### src/rtl/debug_pkg.sv
// debug_pkg: types and constants shared by the debug run controller.
//   dbg_state_t  : controller FSM states
//   dbg_cmd_t    : 2-bit command codes decoded from the debug control register
//   halt_cause_t : reason the core last entered HALTED
package debug_pkg;

    localparam int DBG_NSTAGES = 4;

    typedef enum logic [1:0] {
        ST_RUN    = 2'd0,
        ST_HALTED = 2'd1,
        ST_STEP   = 2'd2,
        ST_RESUME = 2'd3
    } dbg_state_t;

    typedef enum logic [1:0] {
        CMD_NOP    = 2'b00,
        CMD_HALT   = 2'b01,
        CMD_STEP   = 2'b10,
        CMD_RESUME = 2'b11
    } dbg_cmd_t;

    typedef enum logic [1:0] {
        CAUSE_NONE = 2'b00,
        CAUSE_HALT = 2'b01,
        CAUSE_BP   = 2'b10,
        CAUSE_STEP = 2'b11
    } halt_cause_t;

endpackage

### src/rtl/dbg_bp_match.sv
// dbg_bp_match: PC breakpoint comparator with a re-arm flop.
//   CLK, RST : clock, asynchronous active-high reset
//   bp_en    : breakpoint enable
//   bp_addr  : breakpoint address
//   pc       : current fetch PC
//   disarm   : controller is leaving HALTED this cycle
//   bp_hit   : enabled, armed and pc equals bp_addr (combinational)
// The armed flag drops when the core is released from HALTED and comes back
// only once pc has moved off the breakpoint, so a core released while parked
// on the breakpoint address does not immediately halt again.
module dbg_bp_match #(
    parameter int PC_W = 32
) (
    input  logic            CLK,
    input  logic            RST,
    input  logic            bp_en,
    input  logic [PC_W-1:0] bp_addr,
    input  logic [PC_W-1:0] pc,
    input  logic            disarm,
    output logic            bp_hit
);

    logic bp_armed;

    always_ff @(posedge CLK or posedge RST) begin
        if (RST) begin
            bp_armed <= 1'b1;
        end else if (disarm) begin
            bp_armed <= 1'b0;
        end else if (pc != bp_addr) begin
            bp_armed <= 1'b1;
        end
    end

    assign bp_hit = bp_en && bp_armed && (pc == bp_addr);

endmodule

### src/rtl/debug_run_controller.sv
// debug_run_controller: sequences the core's debug hooks (debug flag,
// pipeline register enables, PC enable) from HALT/STEP/RESUME commands and a
// PC breakpoint. All outputs are flops loaded from the next-state decode, so a
// command or breakpoint sampled in cycle t is visible in cycle t+1.
//   CLK, RST      : clock, asynchronous active-high reset
//   cmd_valid     : one-cycle command strobe
//   cmd_code      : 00 NOP, 01 HALT, 10 STEP, 11 RESUME
//   step_count    : steps for STEP (0 means 1)
//   bp_en/bp_addr : breakpoint enable and address
//   pc            : current fetch PC
//   debug         : core under debug control
//   enable_ext    : pipeline register enables
//   enable_pc_ext : PC register enable
//   halted        : controller is HALTED
//   cmd_ready     : commands are accepted (RUN or HALTED)
//   cmd_err       : one-cycle pulse for a dropped or illegal command
//   halt_cause    : 00 none, 01 HALT, 10 breakpoint, 11 step done
//   halt_pc       : pc captured on entry to HALTED
//   fsm_state     : current FSM state, for observation
// Handshake: a command is taken when cmd_valid is high in a cycle where
// cmd_ready is high; cmd_valid while cmd_ready is low is dropped and flagged
// on cmd_err in the following cycle. There is no back-pressure or retry.
module debug_run_controller
    import debug_pkg::*;
#(
    parameter int NSTAGES = DBG_NSTAGES,
    parameter int PC_W    = 32,
    parameter int CNT_W   = 8
) (
    input  logic               CLK,
    input  logic               RST,
    input  logic               cmd_valid,
    input  logic [1:0]         cmd_code,
    input  logic [CNT_W-1:0]   step_count,
    input  logic               bp_en,
    input  logic [PC_W-1:0]    bp_addr,
    input  logic [PC_W-1:0]    pc,
    output logic               debug,
    output logic [NSTAGES-1:0] enable_ext,
    output logic               enable_pc_ext,
    output logic               halted,
    output logic               cmd_ready,
    output logic               cmd_err,
    output logic [1:0]         halt_cause,
    output logic [PC_W-1:0]    halt_pc,
    output logic [1:0]         fsm_state
);

    localparam logic [1:0] S_RUN    = ST_RUN;
    localparam logic [1:0] S_HALTED = ST_HALTED;
    localparam logic [1:0] S_STEP   = ST_STEP;
    localparam logic [1:0] S_RESUME = ST_RESUME;

    logic [1:0]       state, state_nxt;
    logic [CNT_W-1:0] cnt, cnt_nxt;
    logic [1:0]       cause_nxt;
    logic             capture_pc;
    logic             err_nxt;
    logic             disarm;
    logic             bp_hit;

    dbg_bp_match #(.PC_W(PC_W)) u_bp_match (
        .CLK     (CLK),
        .RST     (RST),
        .bp_en   (bp_en),
        .bp_addr (bp_addr),
        .pc      (pc),
        .disarm  (disarm),
        .bp_hit  (bp_hit)
    );

    always_comb begin
        state_nxt  = state;
        cnt_nxt    = cnt;
        cause_nxt  = halt_cause;
        capture_pc = 1'b0;
        err_nxt    = 1'b0;
        case (state)
            S_RUN: begin
                // Breakpoint outranks a HALT command arriving in the same cycle.
                if (bp_hit) begin
                    state_nxt  = S_HALTED;
                    cause_nxt  = CAUSE_BP;
                    capture_pc = 1'b1;
                end else if (cmd_valid && cmd_code == CMD_HALT) begin
                    state_nxt  = S_HALTED;
                    cause_nxt  = CAUSE_HALT;
                    capture_pc = 1'b1;
                end
                if (cmd_valid && (cmd_code == CMD_STEP || cmd_code == CMD_RESUME)) begin
                    err_nxt = 1'b1;
                end
            end
            S_HALTED: begin
                if (cmd_valid && cmd_code == CMD_STEP) begin
                    state_nxt = S_STEP;
                    cnt_nxt   = (step_count == '0) ? CNT_W'(1) : step_count;
                end else if (cmd_valid && cmd_code == CMD_RESUME) begin
                    state_nxt = S_RESUME;
                end
            end
            S_STEP: begin
                // Each cycle spent here is one step; the last one returns to HALTED.
                if (cnt <= CNT_W'(1)) begin
                    state_nxt  = S_HALTED;
                    cnt_nxt    = '0;
                    cause_nxt  = CAUSE_STEP;
                    capture_pc = 1'b1;
                end else begin
                    cnt_nxt = cnt - CNT_W'(1);
                end
                err_nxt = cmd_valid;
            end
            S_RESUME: begin
                state_nxt = S_RUN;
                cause_nxt = CAUSE_NONE;
                err_nxt   = cmd_valid;
            end
            default: begin
                state_nxt = S_RUN;
            end
        endcase
    end

    assign disarm    = (state == S_HALTED) && (state_nxt == S_STEP || state_nxt == S_RESUME);
    assign fsm_state = state;

    always_ff @(posedge CLK or posedge RST) begin
        if (RST) begin
            state         <= S_RUN;
            cnt           <= '0;
            halt_cause    <= CAUSE_NONE;
            halt_pc       <= '0;
            cmd_err       <= 1'b0;
            debug         <= 1'b0;
            enable_ext    <= '1;
            enable_pc_ext <= 1'b1;
            halted        <= 1'b0;
            cmd_ready     <= 1'b1;
        end else begin
            state         <= state_nxt;
            cnt           <= cnt_nxt;
            halt_cause    <= cause_nxt;
            if (capture_pc) begin
                halt_pc <= pc;
            end
            cmd_err       <= err_nxt;
            debug         <= (state_nxt != S_RUN);
            enable_ext    <= {NSTAGES{state_nxt != S_HALTED}};
            enable_pc_ext <= (state_nxt != S_HALTED);
            halted        <= (state_nxt == S_HALTED);
            cmd_ready     <= (state_nxt == S_RUN) || (state_nxt == S_HALTED);
        end
    end

endmodule

### config.mk
export PLATFORM = sky130hd
export DESIGN_NAME = debug_run_controller
export DESIGN_NICKNAME = d
export VERILOG_FILES = /design/src/rtl/debug_pkg.sv /design/src/rtl/dbg_bp_match.sv /design/src/rtl/debug_run_controller.sv
export SDC_FILE = /design/constraint.sdc
export NUM_CORES = 1
export LEC_CHECK = 0
export BUFFER_PORTS_ARGS = -buffer_cell sky130_fd_sc_hd__buf_2
export CAP_MARGIN = 20
export CORE_ASPECT_RATIO = 1.2
export CORE_UTILIZATION = 47
export CTS_CLUSTER_SIZE = 8
export DETAILED_ROUTE_END_ITERATION = 10
export GPL_TIMING_DRIVEN = 0
export HOLD_SLACK_MARGIN = 0.12
export MAX_ROUTING_LAYER = met4
export PLACE_DENSITY_LB_ADDON = 0.12
export SKIP_LAST_GASP = 1
export SLEW_MARGIN = 20
export SYNTH_ARGS = -nofsm -noshare
export SYNTH_HDL_FRONTEND = slang
export SYNTH_SLANG_ARGS = --single-unit
### constraint.sdc
create_clock -name CLK -period 2.35 [get_ports CLK]
set_input_delay 0.705 -clock CLK [delete_from_list [all_inputs] [get_ports CLK]]
set_output_delay 0.705 -clock CLK [all_outputs]
set_load 0.1 [all_outputs]
==> summary.txt, run 1 <==
Status
  • Status: finished, final reports clean

GRT
  • GRT Util Overall: 21.0%
  • Initial antenna violation count: 0
  • Largest net degree at the start of global routing: 27
  • Gr ovfl total: 0
  • Vias in the first global route: 2117
  • First-pass GRT wire length: 9.68 mm

Clock network
  • Clock transition at the registers of the reported paths: 0.09 ns
  • CTS max path bufs: 2
  • CTS buffer count: 5
  • CTS tree: yes
  • TritonCTS Sinks: 50
  • Clk_lat worst skew: 0.30 ns
  • CTS Hold Bufs: 0
  • H-tree Lvls: 2
  • Clk root buf: clkbuf_8

Finish
  • Synthesis-to-finish area growth: 31.6%
  • Diode count: 0
  • Commonest non-fill, non-tap cell in the layout: buf_2
  • Final Net Count: 442
  • Most frequent cells in the layout: buf_2, dfrtp_1, xnor2_1
  • Layout Utilization: 64.2%
  • Layout cell share with drive strength beyond 1: 52.3%

Place
  • Routability Congestion: 0.845
  • Port bufs: approximately 120
  • Final HPWL DP: around 4.8 mm

Drt
  • WL/cell: 13.7 um
  • Pre-Repair DR Iteration Count: 4
  • Drt total wl: 6.07 mm
  • Residual DRC: 0
  • DR iter-0 viols: a little under 90
  • Vias: 2233
  • Via density per instance: approximately 5
  • Routed Antenna Nets: 0

Timing
  • Final Max Slew Viols: 0
  • Hold Fails Final Rpt: 0
  • Tcrit/Tclk final: approximately 95%
  • Tightest Pin Transition: approximately 0.56 ns
  • Slew HR: 62.9%
  • Fmax: 448 MHz
  • Clk_skew: between 0.007 and 0.008 ns
  • Final setup viols: 0
  • RSZ-0062 raised after global routing: yes
  • Min Tclk post-route: 2.23 ns

Critical path
  • Startpoint Class: flop
  • WP data arrival: 2.42 ns
  • Critical Path Sink Type: flop
  • Worst Path Required: 2.54 ns
  • Crit path max fanout: 10
  • Crit path kind: reg -> reg

Floorplan
  • IO Pins: ~120
  • Die X: 72.0 um
  • Initial Util: 48.8%
  • Die Y: 86.0 um
  • DIE AREA: 6200 sq um
  • Row cnt: 30
  • Core area: 5670 sq um

Yosys
  • Synth area leader: dfrtp_1
  • Syn Area/Cell: 12.0 sq um
  • Fraction of registers with async set/reset: 100%
  • Main synth FF type: dfrtp_1
  • Yosys warns: 0
  • Mapped Cells: 230
  • Cell variety after synth: 45
  • Post-Syn Nets: 310
  • Post-synth EDFFs: 0
  • Yosys reg bits: 50
  • Sequential element share of the synthesized area: a little under half
  • Synth Cell Area: 2770 sq um
  • Top cell type's share of synthesized area: 42.5%
  • Ranking of synthesized cells by area: dfrtp_1, mux2_4, xnor2_1

Run
  • Maxcap violations: 0

Worst hold path
  • Worst min-delay path class: in -> async
[synthesized netlist by cell type (2+ instances only)]
| library cell | number |
|---|---|
| a21oi_1 | 7 |
| a221o_1 | 4 |
| a31oi_1 | 2 |
| buf_4 | 4 |
| buf_6 | 3 |
| clkbuf_1 | 3 |
| dfrtp_1 | 47 |
| dfstp_2 | 3 |
| ha_1 | 2 |
| inv_1 | 6 |
| mux2_2 | 2 |
| mux2_4 | 30 |
| nand2_1 | 12 |
| nand2b_1 | 3 |
| nand3_1 | 3 |
| nand4_1 | 9 |
| nand4b_1 | 2 |
| nor2_1 | 10 |
| nor3_1 | 5 |
| nor4_1 | 4 |
| nor4_2 | 2 |
| o21ai_0 | 11 |
| o2bb2ai_1 | 2 |
| or3_1 | 2 |
| xnor2_1 | 32 |
[worst max-delay path: stages (launching register included)]
cell and delay [ns]:
dfrtp_1 0.45, or4_4 0.60, o41ai_4 0.33, a41oi_4 0.21
buf_6 0.22, mux2_4 0.31
[metal layers]
layer	up-vias	wire (um)	part of all wire [%]	global-route usage, %
li1	1093	-	-	-
met1	1048	2590	43	24.9
met2	84	3130	52	36.1
met3	8	268	4.4	4.00
met4	0	85	1.4	6.24
met5	-	0	0	-
[metrics by stage]
| step | worst slack, ns | area [sq um] | TNS, ns | hold WS (ns) | std cells |
|---|---|---|---|---|---|
| after CTS | 0.000167 | 3590 | 0 | 0.455 | 441 |
| after detailed placement | -0.321 | 3500 | -9.76 | 0.488 | 433 |
| final | 0.117 | 3640 | 0 | 0.444 | 443 |
| after global routing | -0.0312 | 3640 | -0.616 | 0.468 | 443 |
| after floorplan | 0.0945 | 2770 | 0 | 0.489 | 230 |
| after global placement | -0.347 | 3480 | -18.28 | 0.486 | 432 |
[worst paths after layout]
kind,start,to,slack (ns),depth (start not counted)
hold / removal,RST,cnt[1],0.44,2
min in group CLK,halt_pc[7],halt_pc[7],0.51,1
hold reg to reg,halt_pc[7],halt_pc[7],0.51,1
max in group asynchronous,RST,cmd_ready,1.31,3
setup reg to reg,cnt[4],halt_pc[5],0.12,5
setup / recovery,cnt[4],halt_pc[5],0.12,5
[sequential cells by signal (all words and copies together) (netlist names)]
signal,flops
debug,1
enable_pc_ext,1
halt_pc,32
cmd_err,1
halt_cause,2
fsm_state,2
cnt,8
halted,1
cmd_ready,1
u_bp_match.bp_armed,1
[cell type report]
class / instances / area [sq um]
Sequential cell: 50 / 1260
Fill cell: 487 / 2030
Buffer: 11 / 80.1
Multi-Input combinational cell: 163 / 1440
Tap cell: 80 / 100
Clock buffer: 6 / 82.6
Timing Repair Buffer: 125 / 646
Inverter: 6 / 22.5
Clock inverter: 2 / 12.5
[repair_timing]
item                                    CTS  global route
resized for setup                         0             5
endpoints found under the setup margin    0            33
setup buffers                             0             2
[cell families (layout without fill, tap and decap cells)]
kind of cell / Yosys count / in the layout / synth area share, %
adder cells (fa/ha/maj): 2 / 2 / 0.905
XOR/XNOR: 32 / 32 / 10.1
flip-flops: 50 / 50 / 45.4
buffers and inverters: 17 / 150 / 3.71
AO/OA/AOI/OAI: 39 / 39 / 11.1
AND/OR/NAND/NOR: 58 / 58 / 11.7
multiplexers: 32 / 32 / 17.1
Power of run 1 is not shown: default switching activity piles up to over one toggle a cycle in this logic, so the estimate is an artifact.
==> run 2: changes to the inputs <==
- ABC_AREA: unset -> 1
- CORE_UTILIZATION: 47 -> 48
- PLACE_DENSITY_LB_ADDON: 0.12 -> 0.05
==> summary.txt, run 2 <==
Yosys
  • Synth Cell Area: 2820 sq um (+2.0%)
  • Mapped Cells: 374 (+63%)
  • Fraction of registers with async set/reset: 100% (unchanged)
  • Yosys warns: 0 (unchanged)
  • Post-synthesis xor/xnor area fraction: 7.45% (-2.7 points)
  • Sequential element share of the synthesized area: 44.5% (-0.91 points)
  • Largest family of logic cells by synthesized area: simple AND/OR/NAND/NOR gates
  • Post-synthesis simple-gate area fraction: 33.4% (+22 points)
  • Main synth FF type: dfrtp_1
  • Mux contribution to synthesized area: 0% (-17 points)
  • Count leader, synth: nand2_1
  • Synth cell count leaders: nand2_1, dfrtp_1, inv_1, nand3_1, nor2_1
  • Compound-Gate Fraction of Synth Area: 5.01% (-6.1 points)
  • Post-synth EDFFs: 0 (unchanged)
  • Synthesized-area fraction occupied by adder cells: 0.887% (-0.018 points)
  • Ranking of synthesized cells by area: dfrtp_1, nand2_1, nand3_1
  • Top cell type's share of synthesized area: 41.7% (-0.85 points)
  • Yosys reg bits: 50 (unchanged)
  • Synth area leader: dfrtp_1
  • Post-Syn Nets: 454 (+46%)
  • Cell variety after synth: 31 (-31%)
  • Syn Area/Cell: 7.54 sq um (-37%)

Drt
  • Residual DRC: 0 (unchanged)
  • WL/cell: 11.5 um (-16%)
  • DR iter-0 viols: 94 (+8.0%)
  • Vias: 2769 (+24%)
  • Via density per instance: 4.73 (-6.1%)
  • Drt total wl: 6.74 mm (+11%)
  • Pre-Repair DR Iteration Count: 4 (unchanged)
  • Routed Antenna Nets: 0 (unchanged)

Floorplan
  • Initial Util: 49.8% (+0.99 points)
  • IO Pins: 123 (unchanged)
  • Die X: 72.0 um (about the same)
  • DIE AREA: 6190 sq um (about the same)
  • Die Y: 86.0 um (about the same)
  • Row cnt: 30 (unchanged)
  • Core area: 5670 sq um (unchanged)

GRT
  • GRT Util Overall: 24.2% (+3.2 points)
  • Initial antenna violation count: 0 (unchanged)
  • Largest net degree at the start of global routing: 27 (unchanged)
  • Vias in the first global route: 2596 (+23%)
  • First-pass GRT wire length: 11.4 mm (+17%)
  • Gr ovfl total: 0 (unchanged)

Clock network
  • CTS buffer count: 5 (unchanged)
  • Clk root buf: clkbuf_8
  • Clock transition at the registers of the reported paths: 0.08 ns (about the same)
  • CTS Hold Bufs: 0 (unchanged)
  • CTS tree: yes
  • H-tree Lvls: 2 (unchanged)
  • Post-CTS Resized: 0 (unchanged)
  • CTS max path bufs: 2 (unchanged)
  • Clk_lat worst skew: 0.30 ns (about the same)
  • Post-CTS Setup Bufs: 0 (unchanged)
  • TritonCTS Sinks: 50 (unchanged)

Critical path
  • R2r setup slk: 0.45 ns (+0.33 ns)
  • Worst Path Required: 1.64 ns (-0.90 ns)
  • R2R Path Start: cnt[0]
  • Worst Path Buf+Inv: 2 (+1)
  • Crit path max fanout: 5 (-5)
  • Crit path kind: reg -> out
  • Worst path depth: 2 (-3)
  • Critical Path Sink Type: output port
  • Worst reg2reg path depth: 8 (+3)
  • CP startpoint: enable_pc_ext
  • Slowest CP cell: dfstp_2
  • Critical path's largest stage delay: 0.57 ns (-0.03 ns)
  • Startpoint Class: flop
  • Crit path to: enable_ext[1]
  • RR Endpoint: halt_pc[4]
  • Crit-path cells: buf_4 > buf_2
  • WP data arrival: 1.38 ns (-1.04 ns)
  • Crit-path leading delay family: flip-flops

Timing
  • Min Tclk post-route: 2.09 ns (-0.144 ns)
  • Hold Fails Final Rpt: 0 (unchanged)
  • Slew HR: 62.2% (-0.70 points)
  • Tcrit/Tclk final: 88.9% (-6.1 points)
  • RSZ-0062 raised after global routing: no
  • Fmax: 479 MHz (+6.9%)
  • Final Max Slew Viols: 0 (unchanged)
  • Final setup viols: 0 (unchanged)
  • Clk_skew: 0.00782 ns (+0.000577 ns)
  • Setup TNS Final: 0 ns (unchanged)
  • Tightest Pin Transition: 0.567 ns (+0.0105 ns)

Place
  • Final HPWL DP: 5.38 mm (+13%)
  • Port bufs: 122 (unchanged)
  • Routability Congestion: 0.847 (+0.21%)

Finish
  • Layout Utilization: 64.1% (-0.11 points)
  • Layout cell share with drive strength beyond 1: 31.1% (-21 points)
  • Most frequent cells in the layout: nand2_1, buf_2, dfrtp_1
  • Max FFs per register: 32 (unchanged)
  • Largest registers: halt_pc x32, cnt x8
  • Diode count: 0 (unchanged)
  • Final Net Count: 584 (+32%)
  • Synthesis-to-finish area growth: 28.7%
  • Most flop-heavy register: halt_pc
  • Commonest non-fill, non-tap cell in the layout: nand2_1

Run
  • Maxcap violations: 0 (unchanged)

Worst hold path
  • Worst min-delay path class: in -> async

Status
  • Status: finished, final reports clean
-- run 2: changes by cell type after synthesis, sizes merged, moves of 4 or more --
cell   before  now
nand2      12  145
nand3       3   39
inv         6   40
mux2       32    0
nor2       10   28
xnor2      32   21
nand4       9    2
buf         8   14
a221o       4    0
a22oi       0    4
nor3        5    1
nor4        6    2
-- run 2: worst min-delay path by stage --
stage	to	cells past startpoint
after global routing	halt_pc[20]	2
after global placement	halt_cause[0]	2
after detailed placement	halt_cause[1]	2
after floorplan	u_bp_match.bp_armed	2
after CTS	halt_pc[20]	2
final	halt_pc[10]	2
-- run 2: layer usage --
layer / GRT usage, % / part of all wire [%] / vias to the layer above
met2: 41.9 / 50 / 83
met1: 28.5 / 43 / 1254
met5: - / 0 / -
li1: - / - / 1422
met3: 4.58 / 5.4 / 10
met4: 7.31 / 1.6 / 0
-- run 2: kinds of logic after synthesis --
logic type / count (synthesis)
buffers and inverters: 54
DFF: 50
xor gates and xnor gates: 24
AOI/OAI and AO/OA: 25
adders and majority gates: 2
and+or+nand+nor: 219
-- run 2: cell type report --
type	count	area [sq um]
timing repair buffer	123	631
tap	80	100
sequential	50	1250
multi-input combinational	270	1320
buffer	14	96.3
inverter	40	150
clock buffer	8	80.1
fill	524	2040
-- run 2: per-stage QoR --
stage / cell area [sq um] / setup WS, ns / instances / hold slack (ns)
after floorplan: 2820 / 0.304 / 374 / 0.510
after global placement: 3530 / -0.237 / 576 / 0.455
after detailed placement: 3550 / 0.0362 / 577 / 0.459
after CTS: 3630 / 0.247 / 585 / 0.463
after global routing: 3630 / 0.214 / 585 / 0.502
final: 3630 / 0.261 / 585 / 0.449
-- run 2: worst register-to-register path, delay by kind of cell, from the launching register on --
family	cells	cell delay (ns)
buffers and inverters	2	0.38
DFF	1	0.41
adders and majority gates	1	0.21
and+or+nand+nor	4	0.69
AOI/OAI and AO/OA	1	0.10
Power of run 2 is left out for the same reason.
